`src/rtl/apb_ic_master_sched.sv`:
```
// ---------------------------------------------------------------------------
// apb_ic_master_sched
//
// Purpose:
//   Shares one downstream APB bus between NUM_MASTERS upstream APB
//   requesters (the per-core master ports of a vmicro16 cluster) and feeds
//   the APB interconnect slave decoder. Arbitration is round-robin at
//   transaction granularity. The granted master keeps the bus until its
//   transfer completes, and nothing preempts it. The block regenerates the
//   SETUP/ACCESS phases downstream and returns PREADY only to the owner.
//
//   Every transfer takes IDLE -> SETUP -> ACCESS(+wait states) -> IDLE.
//   The IDLE cycle is mandatory between transfers, so back-to-back
//   transfers take at least 3 cycles each.
//
// Optional feature:
//   APB_SCHED_TIMEOUT_EN - adds an ACCESS-phase watchdog. After
//   TIMEOUT_CYCLES ACCESS cycles without M_PREADY, the owner sees a forced
//   completion: S_PREADY = 1, S_PSLVERR = 1 and S_PRDATA = 0. When the
//   macro is undefined there is no counter and S_PSLVERR is tied to 0.
//
// Ports:
//   clk, reset      - system clock, synchronous active-high reset
//   S_PSELx         - per-master request (PSEL)
//   S_PADDR         - per-master address, master i in slice i
//   S_PWRITE        - per-master write flag
//   S_PWDATA        - per-master write data, master i in slice i
//   S_PRDATA        - read data broadcast to all masters
//   S_PREADY        - per-master completion strobe (owner bit only)
//   S_PSLVERR       - per-master error strobe (watchdog only)
//   M_PSELx ..      - downstream APB master signals
//   M_PRDATA        - downstream read data
//   M_PREADY        - downstream ready
//   grants          - one-hot current or last bus owner
// ---------------------------------------------------------------------------
module apb_ic_master_sched #(
    parameter int NUM_MASTERS    = 4,
    parameter int ADDR_W         = 16,
    parameter int DATA_W         = 16,
    parameter int TIMEOUT_CYCLES = 255
) (
    input  logic                          clk,
    input  logic                          reset,

    input  logic [NUM_MASTERS-1:0]        S_PSELx,
    input  logic [NUM_MASTERS*ADDR_W-1:0] S_PADDR,
    input  logic [NUM_MASTERS-1:0]        S_PWRITE,
    input  logic [NUM_MASTERS*DATA_W-1:0] S_PWDATA,
    output logic [DATA_W-1:0]             S_PRDATA,
    output logic [NUM_MASTERS-1:0]        S_PREADY,
    output logic [NUM_MASTERS-1:0]        S_PSLVERR,

    output logic                          M_PSELx,
    output logic                          M_PENABLE,
    output logic [ADDR_W-1:0]             M_PADDR,
    output logic                          M_PWRITE,
    output logic [DATA_W-1:0]             M_PWDATA,
    input  logic [DATA_W-1:0]             M_PRDATA,
    input  logic                          M_PREADY,

    output logic [NUM_MASTERS-1:0]        grants
);

    localparam int IDX_W = (NUM_MASTERS > 1) ? $clog2(NUM_MASTERS) : 1;

    // Elaboration-time parameter sanity checks.
    if (NUM_MASTERS < 2 || NUM_MASTERS > 8) begin : g_bad_num_masters
        $error("apb_ic_master_sched: NUM_MASTERS must be 2..8");
    end
    if (TIMEOUT_CYCLES < 1) begin : g_bad_timeout
        $error("apb_ic_master_sched: TIMEOUT_CYCLES must be >= 1");
    end

    typedef enum logic [1:0] {
        ST_IDLE   = 2'd0,
        ST_SETUP  = 2'd1,
        ST_ACCESS = 2'd2
    } state_t;

    // -----------------------------------------------------------------------
    // State
    // -----------------------------------------------------------------------
    state_t                 state_q;
    logic [NUM_MASTERS-1:0] grants_q;
    logic [IDX_W-1:0]       owner_q;     // binary index of grants_q
    logic                   psel_q;
    logic                   penable_q;
    logic [ADDR_W-1:0]      paddr_q;
    logic                   pwrite_q;
    logic [DATA_W-1:0]      pwdata_q;

    // Per-master views of the flattened request buses.
    logic [ADDR_W-1:0] s_paddr_a  [NUM_MASTERS];
    logic [DATA_W-1:0] s_pwdata_a [NUM_MASTERS];

    for (genvar g = 0; g < NUM_MASTERS; g++) begin : g_unpack
        assign s_paddr_a[g]  = S_PADDR[g*ADDR_W +: ADDR_W];
        assign s_pwdata_a[g] = S_PWDATA[g*DATA_W +: DATA_W];
    end

    // -----------------------------------------------------------------------
    // Round-robin winner search. The search starts at the master after the
    // current owner and wraps, so the master just served is checked last.
    // The owner itself is still a candidate when it is the only requester.
    // -----------------------------------------------------------------------
    logic                   win_valid;
    logic [IDX_W-1:0]       win_idx;
    logic [IDX_W:0]         cand_sum;
    logic [NUM_MASTERS-1:0] grants_d;

    // NOTE: every signal gets a default at the top of always_comb, so no
    // path through the block leaves it unassigned and infers a latch.
    always_comb begin
        win_valid = 1'b0;
        win_idx   = owner_q;
        cand_sum  = '0;
        for (int i = 1; i <= NUM_MASTERS; i++) begin
            cand_sum = {1'b0, owner_q} + (IDX_W+1)'(i);
            if (cand_sum >= (IDX_W+1)'(NUM_MASTERS)) begin
                cand_sum = cand_sum - (IDX_W+1)'(NUM_MASTERS);
            end
            if (!win_valid && S_PSELx[cand_sum[IDX_W-1:0]]) begin
                win_valid = 1'b1;
                win_idx   = cand_sum[IDX_W-1:0];
            end
        end
    end

    always_comb begin
        grants_d          = '0;
        grants_d[win_idx] = 1'b1;
    end

    // -----------------------------------------------------------------------
    // Optional ACCESS-phase watchdog
    // -----------------------------------------------------------------------
    logic timeout_hit;

`ifdef APB_SCHED_TIMEOUT_EN
    localparam int WD_W = ($clog2(TIMEOUT_CYCLES + 1) > 8) ?
                          $clog2(TIMEOUT_CYCLES + 1) : 8;

    logic [WD_W-1:0] wdog_q;

    // wdog_q holds the number of ACCESS cycles already completed, so the
    // current cycle is ACCESS cycle wdog_q+1. The watchdog fires on cycle
    // number TIMEOUT_CYCLES. A ready slave takes priority over the watchdog.
    assign timeout_hit = (state_q == ST_ACCESS) && !M_PREADY &&
                         (wdog_q == WD_W'(TIMEOUT_CYCLES - 1));

    always_ff @(posedge clk) begin
        if (reset) begin
            wdog_q <= '0;
        end else if (state_q == ST_IDLE && win_valid) begin
            wdog_q <= '0;
        end else if (state_q == ST_ACCESS) begin
            wdog_q <= wdog_q + 1'b1;
        end
    end
`else
    assign timeout_hit = 1'b0;
`endif

    // -----------------------------------------------------------------------
    // Scheduler FSM with registered downstream controls
    // -----------------------------------------------------------------------
    // NOTE: sequential state uses non-blocking assignments only. Every
    // register then samples pre-edge values, whatever the statement order.
    always_ff @(posedge clk) begin
        if (reset) begin
            state_q   <= ST_IDLE;
            grants_q  <= {{(NUM_MASTERS-1){1'b0}}, 1'b1};
            owner_q   <= '0;
            psel_q    <= 1'b0;
            penable_q <= 1'b0;
            // NOTE: the address/data latches are reset too. They are
            // plain registers and not a memory, and clearing them keeps
            // the downstream bus free of X after reset.
            paddr_q   <= '0;
            pwrite_q  <= 1'b0;
            pwdata_q  <= '0;
        end else begin
            case (state_q)
                ST_IDLE: begin
                    // With no request, grants keeps the last owner. That
                    // owner is the base for the next round-robin search.
                    if (win_valid) begin
                        state_q   <= ST_SETUP;
                        grants_q  <= grants_d;
                        owner_q   <= win_idx;
                        paddr_q   <= s_paddr_a[win_idx];
                        pwrite_q  <= S_PWRITE[win_idx];
                        pwdata_q  <= s_pwdata_a[win_idx];
                        psel_q    <= 1'b1;
                        penable_q <= 1'b0;
                    end
                end

                ST_SETUP: begin
                    state_q   <= ST_ACCESS;
                    penable_q <= 1'b1;
                end

                ST_ACCESS: begin
                    // The owner's S_PSELx is not checked here. A master
                    // that drops PSEL mid-transfer still gets completion.
                    if (M_PREADY || timeout_hit) begin
                        state_q   <= ST_IDLE;
                        psel_q    <= 1'b0;
                        penable_q <= 1'b0;
                    end
                end

                default: begin
                    state_q   <= ST_IDLE;
                    psel_q    <= 1'b0;
                    penable_q <= 1'b0;
                end
            endcase
        end
    end

    // -----------------------------------------------------------------------
    // Upstream completion. It is combinational in the ACCESS cycle where
    // the slave is ready or the watchdog fires. Reset masks it, so an
    // aborted transfer never produces a PREADY pulse.
    // -----------------------------------------------------------------------
    logic xfer_done;
    logic xfer_err;

    assign xfer_done = (state_q == ST_ACCESS) && !reset &&
                       (M_PREADY || timeout_hit);
    assign xfer_err  = xfer_done && timeout_hit;

    assign S_PREADY  = xfer_done ? grants_q : '0;
`ifdef APB_SCHED_TIMEOUT_EN
    assign S_PSLVERR = xfer_err ? grants_q : '0;
`else
    assign S_PSLVERR = '0;
`endif
    // Broadcast read data. Masters qualify it with their own S_PREADY bit.
    assign S_PRDATA  = xfer_err ? '0 : M_PRDATA;

    // -----------------------------------------------------------------------
    // Downstream bus
    // -----------------------------------------------------------------------
    assign M_PSELx   = psel_q;
    assign M_PENABLE = penable_q;
    assign M_PADDR   = paddr_q;
    assign M_PWRITE  = pwrite_q;
    assign M_PWDATA  = pwdata_q;
    assign grants    = grants_q;

endmodule

```
`config.mk`:
```
export PLATFORM = sky130hd
export DESIGN_NAME = apb_ic_master_sched
export DESIGN_NICKNAME = d
export VERILOG_FILES = /design/src/rtl/apb_ic_master_sched.sv
export SDC_FILE = /design/constraint.sdc
export NUM_CORES = 1
export LEC_CHECK = 0
export ABC_AREA = 1
export ABC_CLOCK_PERIOD_IN_PS = 1900
export CAP_MARGIN = 10
export CORE_ASPECT_RATIO = 1.1
export CORE_MARGIN = 8
export CORE_UTILIZATION = 34
export CTS_CLUSTER_DIAMETER = 80
export DETAILED_ROUTE_END_ITERATION = 8
export PLACE_DENSITY = 0.79
export SETUP_SLACK_MARGIN = 0.05
export SLEW_MARGIN = 20
export SYNTH_ARGS = -nofsm -noshare
export SYNTH_HDL_FRONTEND = slang
export SYNTH_SLANG_ARGS = --single-unit
```
`constraint.sdc`:
```
create_clock -name clk -period 1.9 [get_ports clk]
set_input_delay 0.38 -clock clk [delete_from_list [all_inputs] [get_ports clk]]
set_output_delay 0.38 -clock clk [all_outputs]
set_load 0.005 [all_outputs]
```
==> impl_metrics.json, run 1 <==
{
  "p_sw_share_pct": 46.8,
  "grt_pass1_vias": 4846,
  "fmax_ghz": 0.484,
  "drc": 0,
  "cap_viol_max_count": 0,
  "pwr-share-clk_pct": 3.6,
  "syn2layout_area_growth_pct": 97.2,
  "worstSetupEndpointType": "register",
  "grt_max_degree": 40,
  "critPathRequiredTime_ns": 2.07,
  "peakVddDrop_mv": 1.51,
  "path_class": "reg -> reg",
  "period_share_pct": 109,
  "grt_overflow": 0,
  "drt-vias-per-instance": 5.34,
  "dp_hpwl_mm": 10.1,
  "drt_pass1_iterations": 5,
  "finalMaxSlewViolations": 0,
  "antenna_found_initial": 0,
  "cts_sinks": 42,
  "grt_pass1_wl_mm": 24.9,
  "numCtsBuffers": 5,
  "violations": "negative setup slack",
  "pin_count": 218,
  "drt-initial-drc-count": 242,
  "ys_seq_area_share_pct": 24.7,
  "ant_nets": 0,
  "clockBufferDepth": 2,
  "groute.usage.overall_pct": 22.5,
  "place.gp.congestion": 0.872,
  "netlist_instances": 566,
  "yosysWarnings": 0,
  "mostFrequentLayoutCells": "172 x clkdlybuf4s50_1, 135 x nand2_1, 99 x nand3_1, 44 x inv_1",
  "finalSetupViolCount": 35,
  "fin_nets": 914,
  "rsz0062_at_grt": "true",
  "yosysUniqueCellTypes": 22,
  "synth_area_per_cell_um2": 6.01,
  "final_common_cell": "clkdlybuf4s50_1",
  "worst_slack_ns": -0.166,
  "p_per_area_mw_per_mm2": 2560,
  "die-area_mm2": 0.0135,
  "p_leak_nw": 3.04,
  "portBuffers": 181,
  "hold_path_class": "reg -> reg",
  "cts_tree": "built",
  "worst_ep_arrival_time_ns": 2.23,
  "status": "finished, violations left",
  "root_buffer": "clkbuf_8",
  "drt_wl_total_mm": 16.8,
  "seqPwrFrac_pct": 8.4,
  "die_h_um": 121,
  "combinationalPowerShare_pct": 87.9,
  "core_mm2": 0.00979,
  "worstSetupStartpointType": "register",
  "switching_power_mw": 8.04,
  "min_period_ns": 2.07,
  "fin_skew_ns": 0.00411,
  "die_w_um": 111,
  "wl_per_cell_um": 19.0,
  "htreeDepth": 2,
  "rows": 38,
  "finalSetupTns_ns": -3.86,
  "synth-seq-cells": 42,
  "hold_viol": 0,
  "layout-drive-gt1-share_pct": 22.8,
  "cp_max_fo": 6,
  "total_power_mw": 17.2,
  "r2r_slack_ns": -0.17,
  "clkTransAtPathRegs_ns": 0.09,
  "num_vias": 4701,
  "syn_area_mm2": 0.00340,
  "internal_power_mw": 9.13,
  "insertion_delay_ns": 0.29,
  "antenna_cells": 0,
  "initial_core_util_pct": 34.7
}
logic make-up (layout without fill, tap and decap cells):
family	count (synthesis)	after routing	synth area share (%)
other	1	4	0.110
flip-flops	42	42	24.7
AO/OA/AOI/OAI	48	48	7.21
buffers and inverters	112	303	17.6
AND/OR/NAND/NOR	363	363	50.4
Yosys cell counts:
cell type    n  share of area (%)
nor3b_1      1               0.22
o211ai_1     1               0.22
dfxtp_1     42                 25
o21ai_0      2               0.29
buf_6        8                2.6
nand3_1    141                 21
nand3b_1    33                7.3
nor2_1       9               0.99
a211oi_1     1               0.22
buf_4       25                5.5
inv_2        4               0.44
inv_1       45                5.0
clkbuf_1    10                1.1
conb_1       1               0.11
a21oi_1     42                6.2
nand3_2      3               0.88
nand2_1    164                 18
nand2_2     10                1.8
o21ai_1      2               0.29
buf_2       20                2.9
or2_1        1               0.18
nor3_1       1               0.15
power by group through the flow:
stage	Sequential, mW	Clock [mW]	Combinational (mW)
global placement	1.41	0	8.45
CTS	1.43	0.626	13.9
finish	1.45	0.621	15.1
global route	1.48	0.661	16.0
detailed placement	1.42	0	8.66
floorplan	1.41	0	5.51
metal layers:
metal	track usage, %	wire length (µm)
met5	0	0
met4	9.34	534
met3	5.98	1340
met2	40.0	8560
met1	24.9	6330
final timing paths:
check,startpoint,end,cells after the start
max,owner_q[0],M_PADDR[0],14
min,M_PWDATA[15],M_PWDATA[15],2
max reg2reg,owner_q[0],M_PADDR[0],14
min reg2reg,M_PWDATA[15],M_PWDATA[15],2
area by class of cell:
type / count / area [µm²]
clock inverters: 1 / 5.00
well taps: 120 / 150
inverters: 49 / 206
repair buffers: 246 / 2920
multi-input cells: 415 / 2490
clock buffers: 7 / 86.3
fillers: 808 / 3080
flip-flops and latches: 42 / 848
what timing repair did:
| item | CTS | global route |
|---|---|---|
| setup buffers | 18 | 4 |
| gates resized for setup | 125 | 40 |
| setup endpoints to repair | 43 | 39 |
| gates cloned | 14 | 3 |
| hold buffers | 0 | 0 |
| pin swaps | 45 | 25 |
worst max-delay path, stage by stage (launching register included):
cell and delay, ns:
dfxtp_4 0.38, buf_8 0.15, nand2_4 0.06, nand2_4 0.08, nand2_4 0.11, nand2_8 0.08
buf_6 0.13, o21ai_4 0.15, nand3_2 0.12, nand2_4 0.16, buf_6 0.15, clkbuf_16 0.15
nand3_2 0.08, nand3_2 0.06, a21oi_1 0.06
sequential cells by signal, summed over array words and instances, names as in the netlist:
register,flops
M_PSELx,1
grants,4
M_PADDR,16
M_PWDATA,16
M_PWRITE,1
owner_q,2
state_q,2
through the flow:
| step | cells | hold slack [ns] | util [%] | worst slack, ns | cell area (µm²) |
|---|---|---|---|---|---|
| 2_1_floorplan | 569 | 0.460 | - | 0.159 | 3410 |
| 3_3_place_gp | 834 | 0.452 | 54.5 | -0.407 | 5340 |
| 3_5_place_dp | 834 | 0.456 | 54.5 | -0.460 | 5340 |
| 4_1_cts | 874 | 0.467 | 65.7 | -0.0610 | 6430 |
| 5_1_grt | 880 | 0.488 | 68.5 | -0.206 | 6710 |
| 6_report | 880 | 0.465 | 68.5 | -0.166 | 6710 |
No activity file was read; power rests on OpenSTA's default activity.
==> inputs of run 2 (changes only) <==
--- a/config.mk
+++ b/config.mk
@@ -13,7 +13,7 @@
 export CORE_UTILIZATION = 34
 export CTS_CLUSTER_DIAMETER = 80
 export DETAILED_ROUTE_END_ITERATION = 8
-export PLACE_DENSITY = 0.79
+export PLACE_DENSITY_LB_ADDON = 0.08
 export SETUP_SLACK_MARGIN = 0.05
 export SLEW_MARGIN = 20
 export SYNTH_ARGS = -nofsm -noshare
==> run 2 against run 1 <==
Net effect: critical path depth down 2; clock-buffer cell count did not move; the flow now finishes without violations; cell count fell by 1.9%; core utilization is 6.3 points lower; critical path type unchanged; non-clock buffer count fell by 17; setup slack better by 0.18 ns; final area shrank 9.2%.
==> impl_metrics.json, run 2 (same netlist as run 1, synthesis figures left out) <==
{
  "grt_pass1_wl_mm": 21.3,
  "min_period_ns": 1.88,
  "drc": 0,
  "postCtsHoldBufs": 0,
  "antenna_cells": 0,
  "fin_nets": 897,
  "pin_count": 218,
  "path_class": "reg -> reg",
  "worst_ep_arrival_time_ns": 2.05,
  "cts_sinks": 42,
  "rsz0062_at_grt": "true",
  "wl_per_cell_um": 17.6,
  "p_per_area_mw_per_mm2": 2220,
  "worstSetupStartpointType": "register",
  "reg2reg_depth": 12,
  "clkTransAtPathRegs_ns": 0.08,
  "hold_viol": 0,
  "worstSetupEndpointType": "register",
  "drt-vias-per-instance": 5.09,
  "clockBufferDepth": 2,
  "status": "complete, no violations",
  "p_leak_nw": 2.73,
  "hold_path_class": "reg -> reg",
  "fin_skew_ns": 0.00428,
  "portBuffers": 181,
  "r2r-start": "owner_q[0]",
  "place_inst": 834,
  "finalSetupViolCount": 0,
  "startpoint": "owner_q[0]",
  "period_share_pct": 99.2,
  "cp_max_fo": 21,
  "hold-worst-slack_ns": 0.465,
  "die-area_mm2": 0.0135,
  "die_w_um": 111,
  "whs_path_depth": 2,
  "critPathRequiredTime_ns": 2.07,
  "drt_pass1_iterations": 4,
  "die_h_um": 121,
  "place.gp.congestion": 0.825,
  "insertion_delay_ns": 0.29,
  "grt_pass1_vias": 4290,
  "root_buffer": "clkbuf_8",
  "fin_area_mm2": 0.00609,
  "initial_core_util_pct": 34.7,
  "cap_viol_max_count": 0,
  "cts_tree": "built",
  "place_area_mm2": 0.00531,
  "drt-initial-drc-count": 249,
  "fin_cells": 863,
  "layout-drive-gt1-share_pct": 16.6,
  "dp_hpwl_mm": 10.0,
  "r2r_slack_ns": 0.02,
  "ant_nets": 0,
  "fmax_ghz": 0.531,
  "final_common_cell": "clkdlybuf4s50_1",
  "mostFrequentLayoutCells": "172 x clkdlybuf4s50_1, 144 x nand2_1, 121 x nand3_1, 44 x inv_1, 40 x dfxtp_1",
  "hold_start": "M_PADDR[2]",
  "grt_overflow": 0,
  "rows": 38,
  "numCtsBuffers": 5,
  "fin_util_pct": 62.2,
  "syn2layout_area_growth_pct": 79.0,
  "antenna_found_initial": 0,
  "htreeDepth": 2,
  "core_mm2": 0.00979,
  "groute.usage.overall_pct": 19.1,
  "drt_wl_total_mm": 15.2,
  "finalMaxSlewViolations": 0,
  "grt_max_degree": 40,
  "num_vias": 4392,
  "peakVddDrop_mv": 0.962
}
## run 2: per-stage QoR
stage	setup TNS (ns)	total power, mW	setup WS (ns)
after global routing	-1.25	14.6	-0.0919
after global placement	-12.25	9.82	-0.337
final	0	13.6	0.0151
after floorplan	0	6.92	0.159
after detailed placement	-14.10	9.96	-0.398
after CTS	0	11.4	0.0412
## run 2: what timing repair did
item,CTS,global route
resized for setup,32,67
endpoints found under the setup margin,42,39
setup buffers,2,5
gates cloned,2,12
pin swaps,4,13
## run 2: cell type report
cell class              count  area, µm²
fillers                   925       3700
repair buffers            229       2550
multi-input cells         415       2250
flip-flops and latches     42        846
inverters                  49        201
well taps                 120        150
clock buffers               7       86.3
clock inverters             1       5.00
## run 2: worst max-delay path, stage by stage, from the launching register on
cell and delay, ns:
dfxtp_4 0.37, buf_6 0.14, nand2_2 0.05, nand2_2 0.08
nand2_2 0.11, nand2_4 0.09, nor2_2 0.13, nand3_1 0.14
nand2_4 0.16, buf_12 0.18, nand3_1 0.11, nand3_1 0.11
a21oi_1 0.06
## run 2: path summary, 6_finish.rpt
| check | endpoint |
|---|---|
| max | M_PWDATA[10] |
| min | M_PADDR[2] |
| min reg2reg | M_PADDR[2] |
| max reg2reg | M_PWDATA[10] |
## run 2: report_power, final
group          switching, mW  internal [mW]  total, mW
combinational           6.15           5.37       11.5
sequential             0.186           1.23       1.41
clock                  0.317          0.294      0.611
## run 2: layer usage
| layer | vias up | GRT usage, % | share of wire [%] |
|---|---|---|---|
| met5 | - | 0 | 0 |
| met4 | 0 | 5.34 | 1.7 |
| met3 | 20 | 6.43 | 7.8 |
| met2 | 176 | 34.1 | 50 |
| met1 | 2022 | 21.0 | 41 |
| li1 | 2174 | - | - |
==> inputs of run 3 (changes only) <==
--- a/config.mk
+++ b/config.mk
@@ -9,7 +9,7 @@
 export ABC_CLOCK_PERIOD_IN_PS = 1900
 export CAP_MARGIN = 10
 export CORE_ASPECT_RATIO = 1.1
-export CORE_MARGIN = 8
+export CORE_MARGIN = 2
 export CORE_UTILIZATION = 34
 export CTS_CLUSTER_DIAMETER = 80
 export DETAILED_ROUTE_END_ITERATION = 8
==> run 3 against run 2 <==
Net effect: the run now ends with negative setup slack left; flip-flop and latch count did not move; final area is 6.9% higher; global-route usage grew 7.6 points; cell count increased by 2.5%; combinational power is 17% higher; critical path type unchanged; critical endpoint is now M_PADDR[3]; highest routed layer unchanged.
==> impl_metrics.json, run 3 (same netlist as run 1, synthesis figures left out) <==
{
  "status": "finished, violations left",
  "violations": "negative setup slack",
  "grt_pass1_wl_mm": 22.8,
  "root_buffer": "clkbuf_8",
  "layout-drive-gt1-share_pct": 21.3,
  "cp_slowest_cell": "dfxtp_4",
  "critPathMaxStageDelay_ns": 0.41,
  "cp_max_fo": 5,
  "hold_start": "M_PADDR[12]",
  "rsz0062_at_grt": "true",
  "period_share_pct": 106,
  "grt_pass1_vias": 4575,
  "num_vias": 4610,
  "antenna_cells": 0,
  "reg2reg_to": "M_PADDR[3]",
  "wl_per_cell_um": 17.1,
  "worst_ep_arrival_time_ns": 2.18,
  "clockBufferDepth": 2,
  "rows": 38,
  "initial_core_util_pct": 34.7,
  "crit_family": "buffers and inverters",
  "fin_nets": 921,
  "cts_sinks": 42,
  "mostFrequentLayoutCells": "171 x clkdlybuf4s50_1, 140 x nand2_1, 113 x nand3_1, 44 x inv_1",
  "p_per_area_mw_per_mm2": 2370,
  "portBuffers": 181,
  "place.gp.congestion": 0.855,
  "drt-vias-per-instance": 5.21,
  "die-area_mm2": 0.0108,
  "hold-worst-slack_ns": 0.466,
  "r2r_slack_ns": -0.11,
  "peakVddDrop_mv": 1.27,
  "grt_overflow": 0,
  "reg2reg_depth": 15,
  "path_buf_inv": 6,
  "finalMaxSlewViolations": 0,
  "syn2layout_area_growth_pct": 91.3,
  "hold_viol": 0,
  "ant_nets": 0,
  "critPathRequiredTime_ns": 2.07,
  "cts_tree": "built",
  "die_h_um": 109,
  "grt_max_degree": 40,
  "hold_path_class": "reg -> reg",
  "final_common_cell": "clkdlybuf4s50_1",
  "drt_pass1_iterations": 4,
  "cpMostUsedCell": "nand3_1",
  "numCtsBuffers": 5,
  "min_to": "M_PADDR[12]",
  "drt_wl_total_mm": 15.1,
  "dp_hpwl_mm": 9.03,
  "htreeDepth": 2,
  "drt-initial-drc-count": 223,
  "clkTransAtPathRegs_ns": 0.09,
  "groute.usage.overall_pct": 26.7,
  "total_power_mw": 15.4,
  "die_w_um": 99.4,
  "p_leak_nw": 2.94,
  "min_period_ns": 2.01,
  "postCtsHoldBufs": 0,
  "fin_skew_ns": 0.0116,
  "cap_viol_max_count": 0,
  "worstSetupStartpointType": "register",
  "finalSetupViolCount": 33,
  "worstSetupEndpointType": "register",
  "whs_path_depth": 2,
  "antenna_found_initial": 0,
  "pin_count": 218,
  "drc": 0,
  "path_class": "reg -> reg",
  "fmax_ghz": 0.497,
  "worst_slack_ns": -0.112,
  "insertion_delay_ns": 0.30,
  "r2r-start": "owner_q[0]",
  "crit_path_cell_trace": "buf_4, nand2_1, nand3_1, nand2_2, buf_4, nand3_4, buf_6, nand2_8, buf_12, buf_12, buf_16, nand3_2, nand3_1, nand3_1, a21oi_1",
  "core_mm2": 0.00979
}
run 3: cell types whose count changed in the layout (fill, tap and decap cells not counted), sizes merged:
cell           before  now
buf                40   71
clkbuf             16    8
clkdlybuf4s15       0    1
clkdlybuf4s50     172  171
clkinv              1    0
run 3: layout make-up:
cell class | count | area (µm²)
inverters | 49 | 196
flip-flops and latches | 42 | 852
well taps | 120 | 150
clock buffers | 6 | 82.6
fillers | 829 | 3280
multi-input cells | 415 | 2340
repair buffers | 253 | 2890
run 3: power breakdown:
part	switching [mW]	internal, mW	total, mW
logic	6.69	6.68	13.4
clock network	0.325	0.281	0.606
registers	0.202	1.23	1.44
run 3: worst max path at each step:
stage               depth (start not counted)  startpoint  slack, ns           end
finish                                     15  owner_q[0]      -0.11    M_PADDR[3]
global route                               15  owner_q[0]      -0.23    M_PADDR[2]
CTS                                        16  owner_q[0]      -0.03   M_PWDATA[7]
detailed placement                         15  S_PSELx[1]      -0.45   M_PWDATA[2]
global placement                           15  S_PSELx[1]      -0.38  M_PWDATA[15]
floorplan                                  15  owner_q[0]       0.16    M_PADDR[0]
run 3: repair_timing:
item | 4_1_cts | 5_1_grt
resized for setup | 92 | 46
endpoints found under the setup margin | 43 | 41
buffers inserted | 19 | 7
cloned | 14 | 2
pin swaps | 62 | 23
run 3: per-stage QoR:
stage | util [%] | instance area (µm²) | TNS, ns | cells | setup WS [ns]
3_5_place_dp | 54.3 | 5320 | -16.89 | 838 | -0.451
4_1_cts | 63.4 | 6210 | -0.203 | 876 | -0.0257
5_1_grt | 66.5 | 6510 | -4.91 | 885 | -0.230
2_1_floorplan | - | 3410 | 0 | 569 | 0.159
3_3_place_gp | 54.3 | 5320 | -14.50 | 838 | -0.381
6_report | 66.5 | 6510 | -1.69 | 885 | -0.112
run 3: tightest hold or removal path, cell delays in order, from the launching register on:
cell	delay, ns
dfxtp_1	0.31
nand2_1	0.06
a21oi_1	0.05
run 3: metal layers:
layer	GRT usage, %	wire [µm]	vias up
met2	48.0	7460	247
met1	30.4	5850	2092
li1	-	-	2225
met5	0	0	-
met3	5.96	1220	46
met4	11.2	569	0
